**src/rtl/apb_periph_demux_n.sv**
```systemverilog
// apb_periph_demux_n: single-outstanding N-way peripheral-bus demux.
// Master side: data_req_i/data_add_i/data_wen_i/data_wdata_i/data_be_i/data_ID_i
//   in; data_gnt_o and data_r_valid_o/data_r_rdata_o/data_r_ID_o/data_r_opc_o out.
// Target side: slv_req_o one-hot, broadcast slv_add/wen/wdata/be; slv_gnt_i,
//   slv_r_valid_i and slv_r_rdata_i (slice i = target i) in.
// clk, rst_i: synchronous active-high reset.
// Optional macro APB_PERIPH_DEMUX_TIMEOUT_EN: error response for hung targets.
module apb_periph_demux_n #(
  parameter int ADDR_WIDTH     = 32,
  parameter int DATA_WIDTH     = 32,
  parameter int BE_WIDTH       = DATA_WIDTH/8,
  parameter int ID_WIDTH       = 10,
  parameter int NUM_SLAVES     = 4,
  parameter int DEC_LSB        = 20,
  parameter int DEC_WIDTH      = 2,
  parameter logic [NUM_SLAVES-1:0] SLAVE_MASK = 4'b1110,
  parameter logic [DATA_WIDTH-1:0] ERR_RDATA  = 32'hBADACCE5,
  parameter int TIMEOUT_CYCLES = 256
) (
  input  logic                           clk,
  input  logic                           rst_i,
  input  logic                           data_req_i,
  input  logic [ADDR_WIDTH-1:0]          data_add_i,
  input  logic                           data_wen_i,
  input  logic [DATA_WIDTH-1:0]          data_wdata_i,
  input  logic [BE_WIDTH-1:0]            data_be_i,
  input  logic [ID_WIDTH-1:0]            data_ID_i,
  output logic                           data_gnt_o,
  output logic                           data_r_valid_o,
  output logic [DATA_WIDTH-1:0]          data_r_rdata_o,
  output logic [ID_WIDTH-1:0]            data_r_ID_o,
  output logic                           data_r_opc_o,
  output logic [NUM_SLAVES-1:0]          slv_req_o,
  output logic [ADDR_WIDTH-1:0]          slv_add_o,
  output logic                           slv_wen_o,
  output logic [DATA_WIDTH-1:0]          slv_wdata_o,
  output logic [BE_WIDTH-1:0]            slv_be_o,
  input  logic [NUM_SLAVES-1:0]          slv_gnt_i,
  input  logic [NUM_SLAVES-1:0]          slv_r_valid_i,
  input  logic [NUM_SLAVES*DATA_WIDTH-1:0] slv_r_rdata_i
);

  localparam int SEL_W = (NUM_SLAVES > 1) ?
                         $clog2(NUM_SLAVES) : 1;

  typedef enum logic [1:0] {
    IDLE,
    WAIT_RESP,
    ERR_RESP
  } state_e;

  state_e               state_q, state_d;
  logic [SEL_W-1:0]     sel_q, sel_d;
  logic [ID_WIDTH-1:0]  id_q, id_d;

  logic [DEC_WIDTH-1:0]  idx;
  logic [NUM_SLAVES-1:0] hit_oh;
  logic [SEL_W-1:0]      idx_sel;
  logic                  mapped;
  logic                  sel_valid;

`ifdef APB_PERIPH_DEMUX_TIMEOUT_EN
  localparam int CNT_W = (TIMEOUT_CYCLES > 1) ?
                         $clog2(TIMEOUT_CYCLES) : 1;
  localparam logic [CNT_W-1:0] CNT_MAX =
    CNT_W'(TIMEOUT_CYCLES - 1);
  logic [CNT_W-1:0] cnt_q, cnt_d;
`endif

  assign slv_add_o   = data_add_i;
  assign slv_wen_o   = data_wen_i;
  assign slv_wdata_o = data_wdata_i;
  assign slv_be_o    = data_be_i;
  assign data_r_ID_o = id_q;

  assign idx = data_add_i[DEC_LSB +: DEC_WIDTH];

  // Compare at full integer width so decode values beyond
  // NUM_SLAVES can never alias onto a real port.
  always_comb begin
    hit_oh  = '0;
    idx_sel = '0;
    for (int i = 0; i < NUM_SLAVES; i++) begin
      if (int'(idx) == i) begin
        hit_oh[i] = 1'b1;
        idx_sel   = SEL_W'(i);
      end
    end
  end

  assign mapped    = |(hit_oh & SLAVE_MASK);
  assign sel_valid = slv_r_valid_i[sel_q];

  always_comb begin
    state_d        = state_q;
    sel_d          = sel_q;
    id_d           = id_q;
    slv_req_o      = '0;
    data_gnt_o     = 1'b0;
    data_r_valid_o = 1'b0;
    data_r_rdata_o = '0;
    data_r_opc_o   = 1'b0;
`ifdef APB_PERIPH_DEMUX_TIMEOUT_EN
    cnt_d          = cnt_q;
`endif
    // Outputs are forced quiet while reset is held.
    if (!rst_i) begin
      unique case (state_q)
        IDLE: begin
          if (data_req_i) begin
            if (mapped) begin
              slv_req_o  = hit_oh;
              data_gnt_o = |(hit_oh & slv_gnt_i);
              if (data_gnt_o) begin
                sel_d   = idx_sel;
                id_d    = data_ID_i;
                state_d = WAIT_RESP;
`ifdef APB_PERIPH_DEMUX_TIMEOUT_EN
                cnt_d   = '0;
`endif
              end
            end else begin
              data_gnt_o = 1'b1;
              id_d       = data_ID_i;
              state_d    = ERR_RESP;
            end
          end
        end
        WAIT_RESP: begin
          if (sel_valid) begin
            data_r_valid_o = 1'b1;
            data_r_rdata_o =
              slv_r_rdata_i[sel_q*DATA_WIDTH +: DATA_WIDTH];
            state_d        = IDLE;
          end
`ifdef APB_PERIPH_DEMUX_TIMEOUT_EN
          else if (cnt_q == CNT_MAX) begin
            data_r_valid_o = 1'b1;
            data_r_rdata_o = ERR_RDATA;
            data_r_opc_o   = 1'b1;
            state_d        = IDLE;
          end else begin
            cnt_d = cnt_q + 1'b1;
          end
`endif
        end
        ERR_RESP: begin
          data_r_valid_o = 1'b1;
          data_r_rdata_o = ERR_RDATA;
          data_r_opc_o   = 1'b1;
          state_d        = IDLE;
        end
        default: state_d = IDLE;
      endcase
    end
  end

  always_ff @(posedge clk) begin
    if (rst_i) begin
      state_q <= IDLE;
      sel_q   <= '0;
      id_q    <= '0;
`ifdef APB_PERIPH_DEMUX_TIMEOUT_EN
      cnt_q   <= '0;
`endif
    end else begin
      state_q <= state_d;
      sel_q   <= sel_d;
      id_q    <= id_d;
`ifdef APB_PERIPH_DEMUX_TIMEOUT_EN
      cnt_q   <= cnt_d;
`endif
    end
  end

endmodule

```
**config.mk**
```make
export PLATFORM = sky130hd
export DESIGN_NAME = apb_periph_demux_n
export DESIGN_NICKNAME = d
export VERILOG_FILES = /design/src/rtl/apb_periph_demux_n.sv
export SDC_FILE = /design/constraint.sdc
export NUM_CORES = 1
export LEC_CHECK = 0
export ABC_AREA = 1
export BUFFER_PORTS_ARGS = -buffer_cell sky130_fd_sc_hd__buf_2
export CORE_AREA = 5 5 128 130
export CTS_BUF_LIST = sky130_fd_sc_hd__clkbuf_8
export DETAILED_ROUTE_END_ITERATION = 6
export DIE_AREA = 0 0 133 135
export GPL_ROUTABILITY_DRIVEN = 0
export HOLD_SLACK_MARGIN = 0.03
export SYNTH_ARGS = -nofsm -noshare
export SYNTH_HDL_FRONTEND = slang
export SYNTH_SLANG_ARGS = --single-unit
```
**constraint.sdc**
```tcl
create_clock -name clk -period 2 [get_ports clk]
set_clock_uncertainty 0.1 [all_clocks]
set_input_delay 0.4 -clock clk [delete_from_list [all_inputs] [get_ports clk]]
set_output_delay 0.4 -clock clk [all_outputs]
set_load 0.02 [all_outputs]
```
== Word level (Yosys, flattened, before mapping) ==
Index checks and enable logic that the tools add are counted.

* Multiplexer cells: 32
* Magnitude comparators: 1
* Eq/ne operators: 9
* Reduce and logical (&&, ||, !) cells: 7
* Shift-type cells: 1
* Bitwise gates (word level): 1

{| class="wikitable"
|+ Operator list
! cell !! count
|-
| variable part select 128 x 8 -> 32 bit || 1
|-
| 2-to-1 mux 32 bit || 2
|-
| case mux 32 bit (2 select lines) || 1
|-
| 2-to-1 mux 10 bit || 2
|-
| 2-to-1 mux 4 bit || 4
|-
| 2-to-1 mux 1 bit || 14
|-
| 2-to-1 mux 2 bit || 6
|-
| == test 2 bit, second input constant || 3
|-
| AND reduction 3 bit || 2
|-
| bitwise AND 4 bit || 1
|-
| == test 2 x 1 -> 1 bit, second input constant || 2
|-
| logical NOT 2 bit || 2
|-
| != test 2 bit, second input constant || 2
|-
| case mux 2 bit (2 select lines) || 1
|-
| AND reduction 4 bit || 1
|-
| OR reduction 4 bit || 1
|-
| < comparator 2 x 3 -> 1 bit, second input constant || 1
|-
| != test 3 bit, second input constant || 1
|-
| OR reduction 3 bit || 1
|-
| binary-select mux 1 bit (select 2 bit) || 1
|-
| != test 2 x 1 -> 1 bit, second input constant || 1
|-
| case mux 1 bit (2 select lines) || 1
|}

* Logic and storage cells: 54
* Register bits after elaboration: 14
* Input port bits: 218
* Output and inout port bits: 118

== Depth between registers and ports, before layout ==
* Depth in word-level cells: 8
* Depth in mapped cells: 10
* Mapped depth without buffers: 9

== Worst setup path after synthesis ==
Ideal clock, no wire load.

* Kind: register to output
* Start: reg sel_q[0]
* End: out data_r_rdata_o[1]
* Data required time: 1.500 ns
* Data arrival time: 1.422 ns
* Path buffers: 2
* Cell stages (with the launch flop): 7
* Setup slack: 0.078 ns
* Path through: dfxtp_1 > buf_4 > buf_2 > nand2_1 > nand2_1 > a21oi_1 > a211oi_1

* Longest elaborated chain between the ends: 5
* Elaborated cells between the ends (all ways): 6
* Those cells by class: 1 x shift; 5 x mux

{| class="wikitable"
|+ Ends and longest elaborated chain
! item !! RTL line !! RTL
|-
| from (decl) || 53 || <nowiki>logic [SEL_W-1:0] sel_q, sel_d;</nowiki>
|-
| from (signal assigned) || 168 || <nowiki>sel_q <= sel_d;</nowiki>
|-
| branches (longest 2 deep; another with variable part select 128 x 8 -> 32 bit) || -- ||
|-
| 2-to-1 mux 32 bit * || 130 || <nowiki>if (sel_valid) begin</nowiki>
|-
| case mux 32 bit (2 select lines) * || 108 || <nowiki>unique case (state_q)</nowiki>
|-
| 2-to-1 mux 32 bit * || 107 || <nowiki>if (!rst_i) begin</nowiki>
|-
| to (decl) || 30 || <nowiki>output logic [DATA_WIDTH-1:0] data_r_rdata_o,</nowiki>
|}

Mark *: on every way between the ends. The select of a mux whose other input is x is not followed.

== Worst setup path after layout ==
* Start: reg sel_q[0]
* End: out data_r_rdata_o[15]

The elaborated chain is that of the path after synthesis.

==> impl_metrics.yaml <==
finish:
  drive_above_1_share_pct: 48.5
  finalNetCount: 771
  antenna_cells: 0
  fill_cells: 1704
  layout.cells.non_filler: 737
  syn_to_final_growth_pct: 44.6
  final_util_pct: 23.7
pwr:
  power.total_uw: 1350
  p_leak_uw: 0.00183
  p_per_area_nw_per_um2: 378
  ir_worst_vdd_v: 0.000323
placed_design:
  dpl.hpwl_um: 8840
  dp.cells: 730
  numPortBuffers: 200
worst_setup_path:
  crit_type: "flop to primary output"
  cpMostUsedCell: "nor2_1"
  cp_top_family: "compound AO/OA/AOI/OAI gates"
  crit_path_top_delay_cell: "dfxtp_4"
  crit_path_max_incr_delay_ns: 0.40
  path_cells: "buf_4 -> nor2_1 -> nor2_1 -> o21ai_0 -> a31oi_4 -> buf_6"
  cp.required_ns: 1.50
  crit_arrival_ns: 1.71
  critPathMaxFanout: 20
  setup.worst_path.end_class: "primary output"
  startpoint_type: "flop"
  crit_buf_inv: 2
routing:
  drt-total-wl_um: 11300
  viasPerCell: 4.39
  first_pass_iters: 5
  vias: 3237
  wl_per_cell_um: 15.4
  remaining_drc_errors: 0
  ant_nets: 0
  drtIter0Drc: 212
sta:
  slew_headroom_pct: 61.7
  drv_slew: 0
  setup_viol: 36
  rsz0062_at_grt: "yes"
  hold_viol_final: 0
  finalSetupTns_ns: -4.24
  tightestPinTransition_ns: 0.569
  fin_crit_ns: 2.21
  setup_ws_ns: -0.206
  post-route-period-util_pct: 110
  max_freq_ghz: 0.453
yosys:
  synth-compound-area-share_pct: 26.8
  ys_types: 26
  synthXorXnorAreaFrac_pct: 0
  synth_edf_count: 0
  avgSynthCellArea_um2: 5.82
  syn_nets: 644
  synth-main-ff-cell: "dfxtp_1"
  synthMuxAreaShare_pct: 0
  seq_area_frac_synth_pct: 11.4
  synth-seq-cells: 14
  synthCells: 423
  synth_fa_ha_area_share_pct: 1.52
  synthArstFlopShare_pct: 0
  synth-simple-area-share_pct: 29.8
  synth_area_um2: 2460
  synth_top_family_by_area: "buffers and inverters"
  synth-warning-count: 0
grt:
  grt_pass1_vias: 3007
  grt_usage_pct: 11.1
  grt_max_degree: 34
  grt_pass1_wl_um: 16100
  grt_overflow: 0
  antenna_found_initial: 1
hold_path:
  min_path_type: "input port to flop"
clock_network:
  cts.path.max_buffers: 2
  clk_pin_slew_ns: 0.07
  holdBufCountCts: 0
  htreeDepth: 1
  cts_made_buffers: 3
  insertion_delay_ns: 0.25
  cts_tree: "built"
  cts_root_buf: "clkbuf_8"
  cts_sinks: 14
die:
  dieArea_um2: 18000
  die_y_um: 135
  core_um2: 15000
  num_rows: 45
  die_w_um: 133
  ioPinCount: 336
  initial_core_util_pct: 16.4
job:
  cap_violations: 0
outcome:
  outcome: "finished, violations left"
  violations: "setup timing"
## registers in the layout, indices dropped and copies added, names as in the netlist
name / flops
state_q: 2
data_r_ID_o: 10
sel_q: 2
## power breakdown
part           switching (uW)  leakage, uW  total [uW]  internal, uW
combinational             423      0.00168         732           309
clock                     120    0.0000288         295           175
sequential               15.4     0.000116         319           303
total                     559      0.00183        1350           787
## through the flow
stage	hold WS (ns)	worst slack [ns]	area [um^2]
after global routing	0.321	-0.278	3560
after CTS	0.314	-0.173	3400
final	0.318	-0.206	3560
after detailed placement	0.349	-0.0181	3200
after global placement	0.346	0.0198	3200
after floorplan	0.358	0.0782	2460
## worst register-to-register path, stage by stage, from the launching register on
cell	delay, ns
dfxtp_2	0.32
inv_1	0.10
ha_1	0.33
buf_4	0.24
nand4_1	0.13
a21oi_1	0.15
## cells in the mapped netlist (2+ instances only)
master | instances | area [um^2]
a211oi_1 | 2 | 15.0
a211oi_2 | 10 | 125
a21oi_1 | 37 | 185
a31oi_1 | 19 | 119
buf_1 | 2 | 7.51
buf_2 | 4 | 20.0
buf_4 | 72 | 541
buf_6 | 5 | 56.3
clkbuf_1 | 19 | 71.3
dfxtp_1 | 14 | 280
ha_1 | 3 | 37.5
inv_1 | 10 | 37.5
inv_2 | 4 | 15.0
nand2_1 | 66 | 248
nand3_1 | 10 | 50.1
nand4_1 | 11 | 68.8
nor2_1 | 85 | 319
nor3_1 | 3 | 15.0
o21ai_0 | 40 | 200
## timing repair
action / CTS / global route
cloned: 0 / 2
pin swaps: 2 / 1
setup endpoints to repair: 36 / 37
resized for setup: 43 / 25
buffers inserted: 0 / 1
## per-layer routing
metal	share of wire [%]	global-route usage, %	routed length (um)	vias to the layer above
li1	-	-	-	1587
met1	39	13.4	4410	1429
met2	46	17.7	5210	181
met3	11	3.91	1270	38
met4	3.7	4.91	422	2
met5	0.071	0	8	-
## kinds of logic after synthesis
| kind of cell | count (synthesis) |
|---|---|
| buf+inv | 116 |
| fa+ha+maj | 3 |
| flops | 14 |
| other cells | 1 |
| compound gates | 110 |
| simple gates | 179 |
## path summary, 6_finish.rpt
kind / startpoint / endpoint / slack, ns / cells after the start
setup / recovery: sel_q[0] / data_r_rdata_o[15] / -0.21 / 6
hold / removal: data_ID_i[9] / data_r_ID_o[9] / 0.32 / 3
setup reg to reg: state_q[0] / data_r_ID_o[1] / 0.57 / 5
hold reg to reg: data_r_ID_o[9] / data_r_ID_o[9] / 0.36 / 2
## cell usage in the layout (no fill, tap or decap)
master     netlist  layout
a211oi_2        10      10
a211oi_4         0       2
a21oi_1         37      37
a31oi_1         19      14
a31oi_2          0       1
a31oi_4          0       4
buf_12           0       4
buf_2            4     170
buf_4           72      40
buf_6            5       9
clkbuf_16        0       1
clkbuf_8         0       4
conb_1           1       1
dfxtp_1         14      10
dfxtp_2          0       3
dfxtp_4          0       1
ha_1             3       2
ha_2             0       1
inv_1           10       9
inv_2            4       3
inv_4            0       1
inv_6            0       1
nand2_1         66      62
nand2_2          1       4
nand2_4          0       1
nand3_1         10       8
nand3_2          1       3
nand4_1         11      11
nor2_1          85      85
nor2_4           1       2
nor3_1           3       3
o21ai_0         40      40
o21ai_4          0       1
o22ai_1          1       1
## cell type report
cell class / count / area [um^2] / area share [%]
clock buffer: 4 / 55.1 / 1.55
inverter: 14 / 60.1 / 1.69
multi-input combinational: 293 / 1570 / 44.0
sequential: 14 / 288 / 8.08
tap: 188 / 235 / 6.60
timing repair buffer: 224 / 1360 / 38.1
Power figures use the tool's default switching activity.
